===== config.mk =====
export PLATFORM = sky130hd
export DESIGN_NAME = fsm_bcd_updown_cnt
export DESIGN_NICKNAME = d
export VERILOG_FILES = /design/src/rtl/fsm_bcd_updown_cnt.sv
export SDC_FILE = /design/constraint.sdc
export NUM_CORES = 1
export LEC_CHECK = 0
export ABC_AREA = 1
export CORE_MARGIN = 2
export CORE_UTILIZATION = 53
export DETAILED_ROUTE_END_ITERATION = 6
export GPL_ROUTABILITY_DRIVEN = 0
export PLACE_DENSITY = 0.95
export RECOVER_POWER = 50
export SLEW_MARGIN = 0
export SYNTH_ARGS = -nofsm -noshare
export SYNTH_HDL_FRONTEND = slang
export SYNTH_SLANG_ARGS = --single-unit

===== constraint.sdc =====
create_clock -name clk -period 2.8 [get_ports clk]
set_input_delay 0.42 -clock clk [delete_from_list [all_inputs] [get_ports clk]]
set_output_delay 0.42 -clock clk [all_outputs]
set_load 0.02 [all_outputs]

===== src/rtl/fsm_bcd_updown_cnt.sv =====
// Multi-digit BCD up/down counter with a run/hold control FSM.
// The count is kept in BCD throughout: increment and decrement ripple digit by digit,
// and the count wraps at MOD-1 going up and at 0 going down.
// Each digit also gets a 7-segment decode, and a terminal-count output lets stages cascade.
//
// Ports
//   clk       : clock, rising edge
//   rst       : asynchronous reset, active-high
//   en        : count enable (level)
//   up_dn     : 1 = count up, 0 = count down
//   clr       : synchronous clear to 0; forces S_RST
//   load      : synchronous load of load_val, after validation
//   load_val  : BCD load value; digit 0 is bits [3:0]
//   bcd       : current count in BCD; digit 0 is the LSD
//   seg       : 7-segment code per digit {g,f,e,d,c,b,a}; digit 0 is bits [6:0]
//   tc        : terminal count (combinational); high in the cycle before a wrap
//   load_err  : registered one-cycle pulse when a load is rejected
//   state     : FSM state, for debug
module fsm_bcd_updown_cnt #(
    parameter int unsigned DIGITS         = 2,
    parameter int unsigned MOD            = 60,
    parameter bit          SEG_ACTIVE_LOW = 1'b1
) (
    input  logic                  clk,
    input  logic                  rst,
    input  logic                  en,
    input  logic                  up_dn,
    input  logic                  clr,
    input  logic                  load,
    input  logic [4*DIGITS-1:0]   load_val,
    output logic [4*DIGITS-1:0]   bcd,
    output logic [7*DIGITS-1:0]   seg,
    output logic                  tc,
    output logic                  load_err,
    output logic [1:0]            state
);

    localparam int unsigned BW = 4 * DIGITS;
    localparam int unsigned SW = 7 * DIGITS;

    typedef enum logic [1:0] {
        S_RST  = 2'b00,
        S_RUN  = 2'b01,
        S_HOLD = 2'b10,
        S_ILL  = 2'b11
    } state_t;

    // Convert a binary constant to packed BCD (used for the MOD-1 wrap value).
    function automatic logic [BW-1:0] to_bcd(input int unsigned v);
        logic [BW-1:0] res;
        int unsigned   t;
        res = '0;
        t   = v;
        for (int unsigned i = 0; i < DIGITS; i++) begin
            res[4*i +: 4] = 4'(t % 10);
            t             = t / 10;
        end
        return res;
    endfunction

    localparam logic [BW-1:0] MAX_BCD = to_bcd(MOD - 1);

    // A load is valid only if every digit is 0..9 and the value is below MOD.
    function automatic logic load_ok(input logic [BW-1:0] v);
        int unsigned acc;
        int unsigned w;
        logic        ok;
        acc = 0;
        w   = 1;
        ok  = 1'b1;
        for (int unsigned i = 0; i < DIGITS; i++) begin
            if (v[4*i +: 4] > 4'd9) ok = 1'b0;
            acc = acc + 32'(v[4*i +: 4]) * w;
            w   = w * 10;
        end
        return ok && (acc < MOD);
    endfunction

    // BCD +1 with a digit carry from 9 to 0.
    function automatic logic [BW-1:0] bcd_inc(input logic [BW-1:0] v);
        logic [BW-1:0] res;
        logic          carry;
        res   = v;
        carry = 1'b1;
        for (int unsigned i = 0; i < DIGITS; i++) begin
            if (carry) begin
                if (res[4*i +: 4] == 4'd9) begin
                    res[4*i +: 4] = 4'd0;
                end else begin
                    res[4*i +: 4] = res[4*i +: 4] + 4'd1;
                    carry         = 1'b0;
                end
            end
        end
        return res;
    endfunction

    // BCD -1 with a digit borrow from 0 to 9.
    function automatic logic [BW-1:0] bcd_dec(input logic [BW-1:0] v);
        logic [BW-1:0] res;
        logic          borrow;
        res    = v;
        borrow = 1'b1;
        for (int unsigned i = 0; i < DIGITS; i++) begin
            if (borrow) begin
                if (res[4*i +: 4] == 4'd0) begin
                    res[4*i +: 4] = 4'd9;
                end else begin
                    res[4*i +: 4] = res[4*i +: 4] - 4'd1;
                    borrow        = 1'b0;
                end
            end
        end
        return res;
    endfunction

    // Active-low 7-segment code {g,f,e,d,c,b,a}; non-BCD values are blank.
    function automatic logic [6:0] seg_decode(input logic [3:0] d);
        logic [6:0] s;
        case (d)
            4'd0:    s = 7'b1000000;
            4'd1:    s = 7'b1111001;
            4'd2:    s = 7'b0100100;
            4'd3:    s = 7'b0110000;
            4'd4:    s = 7'b0011001;
            4'd5:    s = 7'b0010010;
            4'd6:    s = 7'b0000010;
            4'd7:    s = 7'b1111000;
            4'd8:    s = 7'b0000000;
            4'd9:    s = 7'b0010000;
            default: s = 7'b1111111;
        endcase
        return s;
    endfunction

    state_t          r_state;
    state_t          w_state_nxt;
    logic [BW-1:0]   r_bcd;
    logic [BW-1:0]   w_bcd_nxt;
    logic            r_load_err;
    logic            w_load_err_nxt;
    logic            w_load_ok;
    logic            w_at_max;
    logic            w_at_zero;
    logic [SW-1:0]   w_seg;

    assign w_at_max  = (r_bcd == MAX_BCD);
    assign w_at_zero = (r_bcd == BW'(0));

    // State, count and load-error registers.
    always_ff @(posedge clk or posedge rst) begin
        if (rst) begin
            r_state    <= S_RST;
            r_bcd      <= '0;
            r_load_err <= 1'b0;
        end else begin
            r_state    <= w_state_nxt;
            r_bcd      <= w_bcd_nxt;
            r_load_err <= w_load_err_nxt;
        end
    end

    // Next state and next count. Priority is clr, then load, then count advance.
    always_comb begin
        w_state_nxt    = r_state;
        w_bcd_nxt      = r_bcd;
        w_load_err_nxt = 1'b0;
        w_load_ok      = load_ok(load_val);

        case (r_state)
            S_RST:   w_state_nxt = en ? S_RUN : S_HOLD;
            S_RUN:   w_state_nxt = en ? S_RUN : S_HOLD;
            S_HOLD:  w_state_nxt = en ? S_RUN : S_HOLD;
            default: w_state_nxt = S_RST;
        endcase

        if (clr) begin
            w_state_nxt = S_RST;
            w_bcd_nxt   = '0;
        end else if (load) begin
            // A load freezes the state for that edge; only an illegal code still recovers.
            w_state_nxt = (r_state == S_ILL) ? S_RST : r_state;
            if (w_load_ok) begin
                w_bcd_nxt = load_val;
            end else begin
                w_load_err_nxt = 1'b1;
            end
        end else if ((r_state == S_RUN) && en) begin
            if (up_dn) begin
                w_bcd_nxt = w_at_max ? '0 : bcd_inc(r_bcd);
            end else begin
                w_bcd_nxt = w_at_zero ? MAX_BCD : bcd_dec(r_bcd);
            end
        end
    end

    // Per-digit segment decode, with optional polarity inversion.
    always_comb begin
        w_seg = '0;
        for (int unsigned i = 0; i < DIGITS; i++) begin
            w_seg[7*i +: 7] = SEG_ACTIVE_LOW ? seg_decode(r_bcd[4*i +: 4])
                                             : ~seg_decode(r_bcd[4*i +: 4]);
        end
    end

    assign tc       = (r_state == S_RUN) & en & ((up_dn & w_at_max) | (~up_dn & w_at_zero));
    assign bcd      = r_bcd;
    assign seg      = w_seg;
    assign load_err = r_load_err;
    assign state    = r_state;

endmodule


==> impl_metrics.csv <==
group,metric,value,unit
final_layout,fillers,216,
floorplan,rows,19,
critical_path,worstSetupEndpointType,"flop",
power,clockPowerShare,10.5,%
synthesis,synth_async_sr_flop_share,100,%
final_layout,antenna_cells,0,
power,seqPwrFrac,21.8,%
final_layout,area_delta_synth_final,33.7,%
routing,drt-total-wl,3.94,mm
critical_path,worstPathMaxFanout,5,
timing,drv_slew,0,
power,combPwrFrac,67.7,%
synthesis,synth.distinct_cells,34,
synthesis,yosysWarnings,0,
final_layout,nets,325,
clocking,cts_buffers,3,
clocking,htreeDepth,1,
critical_path,crit_arrival,2810,ps
clocking,cts.hold.buffers_added,0,
global_route,grt_overflow,0,
routing,wl_per_cell,12.2,um
clocking,clk_pin_slew,70,ps
floorplan,ioPinCount,40,
flow_run,maxCapViolCount,0,
power,p_leak,0.00108,uW
critical_path,critical_path_class,"input pin to flop",
routing,drt_first_pass_iters,4,
routing,first_iter_violations,86,
min_path,hp-class,"flop to flop",
min_path,worstHoldEndpoint,"state[1]",
placement,dp_hpwl,3.16,mm
synthesis,syn_area,0.00151,sq mm
run_status,outcome,"finished clean",
power,peakVddDrop,481,uV
critical_path,ff2ff_setup_slack,940,ps
critical_path,r2r_start,"bcd[4]",
clocking,cts_num_sinks,11,
critical_path,start_kind,"input pin",
min_path,worstHoldPathCells,1,
global_route,grt_pass1_wl,6.81,mm
timing,fmax,0.377,GHz
timing,hold_violations,0,
routing,vias_per_cell,5.39,
power,intPower,550,uW
timing,post-route-period-util,94.7,%
synthesis,postSynthCellCount,242,
power,swShare,48.3,%
floorplan,dieHeight,57.4,um
global_route,grt_max_degree,14,
synthesis,syn_area_per_cell,6.24,sq um
final_layout,final_cells,323,
critical_path,r2r-end,"bcd[6]",
power,power_density,527,mW/mm^2
timing,finalSetupViolCount,0,
timing,clock_skew,6.05,ps
synthesis,syn-num-nets,274,
synthesis,synth_top_area_cell,"nand2_1",
clocking,clk_latency,270,ps
floorplan,core,0.00273,sq mm
power,p_switching,514,uW
global_route,antenna_found_initial,0,
routing,route.vias.total,1740,
synthesis,netlist_top_cells_area,"nand2_1, dfrtp_1, ha_1",
synthesis,synth_edf_count,0,
synthesis,synth_top_area_share,20.1,%
routing,drc,0,
synthesis,ys_seq_elements,11,
final_layout,fin_util,73.9,%
critical_path,rr_worst_depth,10,
timing,rsz0062_at_grt,"yes",
clocking,cts_tree,"yes",
timing,period_needed,2650,ps
floorplan,floorplan.initialDensity,55.2,%
placement,numPortBuffers,39,
timing,whs,560,ps
clocking,clock_path_buffers,2,
synthesis,synthFlopType,"dfrtp_1",
synthesis,synth-seq-area-share,18.2,%
floorplan,die_x,57.4,um
critical_path,critical_path_required,2960,ps
timing,worst_pin_slew,535,ps
global_route,track_usage,25.5,%
floorplan,die_area,0.00329,sq mm
min_path,min_from,"state[0]",
timing,slew-limit-headroom,64.2,%
power,power,1060,uW
global_route,grt_pass1_vias,1618,
placement,place_inst,317,
clocking,cts-root-buf,"clkbuf_4",
routing,ant_nets,0,
final_layout,drive_above_1_share,11.3,%
[through the flow]
| step | instance area (sq um) | TNS [ps] | worst slack (ps) |
|---|---|---|---|
| floorplan | 1510 | 0 | 473 |
| global placement | 1980 | -215 | -38.9 |
| detailed placement | 1980 | -806 | -126 |
| CTS | 2000 | 0 | 123 |
| global route | 2020 | -32.4 | -16.1 |
| finish | 2020 | 0 | 149 |
[final cells by class]
class                           instances  area, sq um  area share (%)
Timing Repair Buffer                   49          468            23.2
Inverter                               38          145            7.19
Sequential cell                        11          275            13.6
Tap cell                               31         38.8            1.92
Clock buffer                            4         26.3            1.30
Multi-Input combinational cell        190         1070            52.8
[worst max path at each step]
stage	from	to	slack (ps)
after floorplan	load_val[5]	bcd[7]	470
after global placement	load_val[5]	bcd[7]	-40
after detailed placement	load_val[5]	bcd[7]	-130
after CTS	bcd[1]	tc	120
after global routing	load_val[7]	bcd[4]	-20
final	load_val[7]	bcd[4]	150
[cell usage in the layout, fill, tap and decap left out, types with 3 or more instances in the layout]
cell,Yosys,layout
nand2_1,81,81
inv_1,33,33
clkdlybuf4s50_1,0,28
nand3_1,19,19
ha_1,16,16
o21ai_0,15,15
nor2_1,14,14
dfrtp_1,11,11
dlygate4sd3_1,0,10
buf_4,1,10
a21oi_1,8,8
nor2_2,5,5
nand4_1,4,4
nand2_2,3,3
nand2_4,3,3
inv_2,3,3
o21ai_1,3,3
o211ai_1,3,3
clkbuf_4,0,3
[flip-flops by register name, indices dropped and copies added, names as in the netlist]
signal    count
load_err      1
state         2
bcd           8
[critical path, cell delays in order]
cell and delay [ps]:
clkdlybuf4s50_1 430, ha_1 320, ha_1 200, fa_1 510
nand2_1 70, inv_1 80, nand3_1 90, nor2_2 100
nor2_1 40, nor2_1 90, nand2_1 90, nand2_4 100
nand3_2 110, nand2_1 90, nand2_1 60
[routing by layer]
layer	vias up	GRT usage (%)	wire (um)
li1	880	-	-
met1	788	31.1	1630
met2	65	46.6	2050
met3	7	4.99	205
met4	0	4.65	46
met5	-	0	0
[power by group through the flow]
stage / Clock, uW / Sequential (uW) / Combinational [uW]
after floorplan: 0 / 243 / 429
after global placement: 0 / 234 / 698
after detailed placement: 0 / 236 / 719
after CTS: 113 / 232 / 722
after global routing: 124 / 238 / 786
final: 112 / 232 / 721
[Yosys cell counts, drive strengths merged, types with 2 or more instances]
| master | instances |
|---|---|
| nand2 | 87 |
| inv | 37 |
| nand3 | 20 |
| nor2 | 20 |
| o21ai | 18 |
| ha | 16 |
| dfrtp | 11 |
| a21oi | 10 |
| nand4 | 4 |
| buf | 3 |
| o211ai | 3 |
| fa | 2 |
[kinds of logic after synthesis]
kind of cell             count (synthesis)  share of synthesized area (%)
AND/OR/NAND/NOR                        133                           39.3
XOR/XNOR                                 2                           1.16
flip-flops                              11                           18.2
AO/OA/AOI/OAI                           37                           14.3
adder cells (fa/ha/maj)                 18                           15.9
buffers and inverters                   41                           11.2
[what timing repair did]
action / CTS / global route
gates resized for setup: 0 / 1
setup buffers: 0 / 2
endpoints found under the setup margin: 0 / 5
Note: power is estimated with default switching activity, not from simulation.
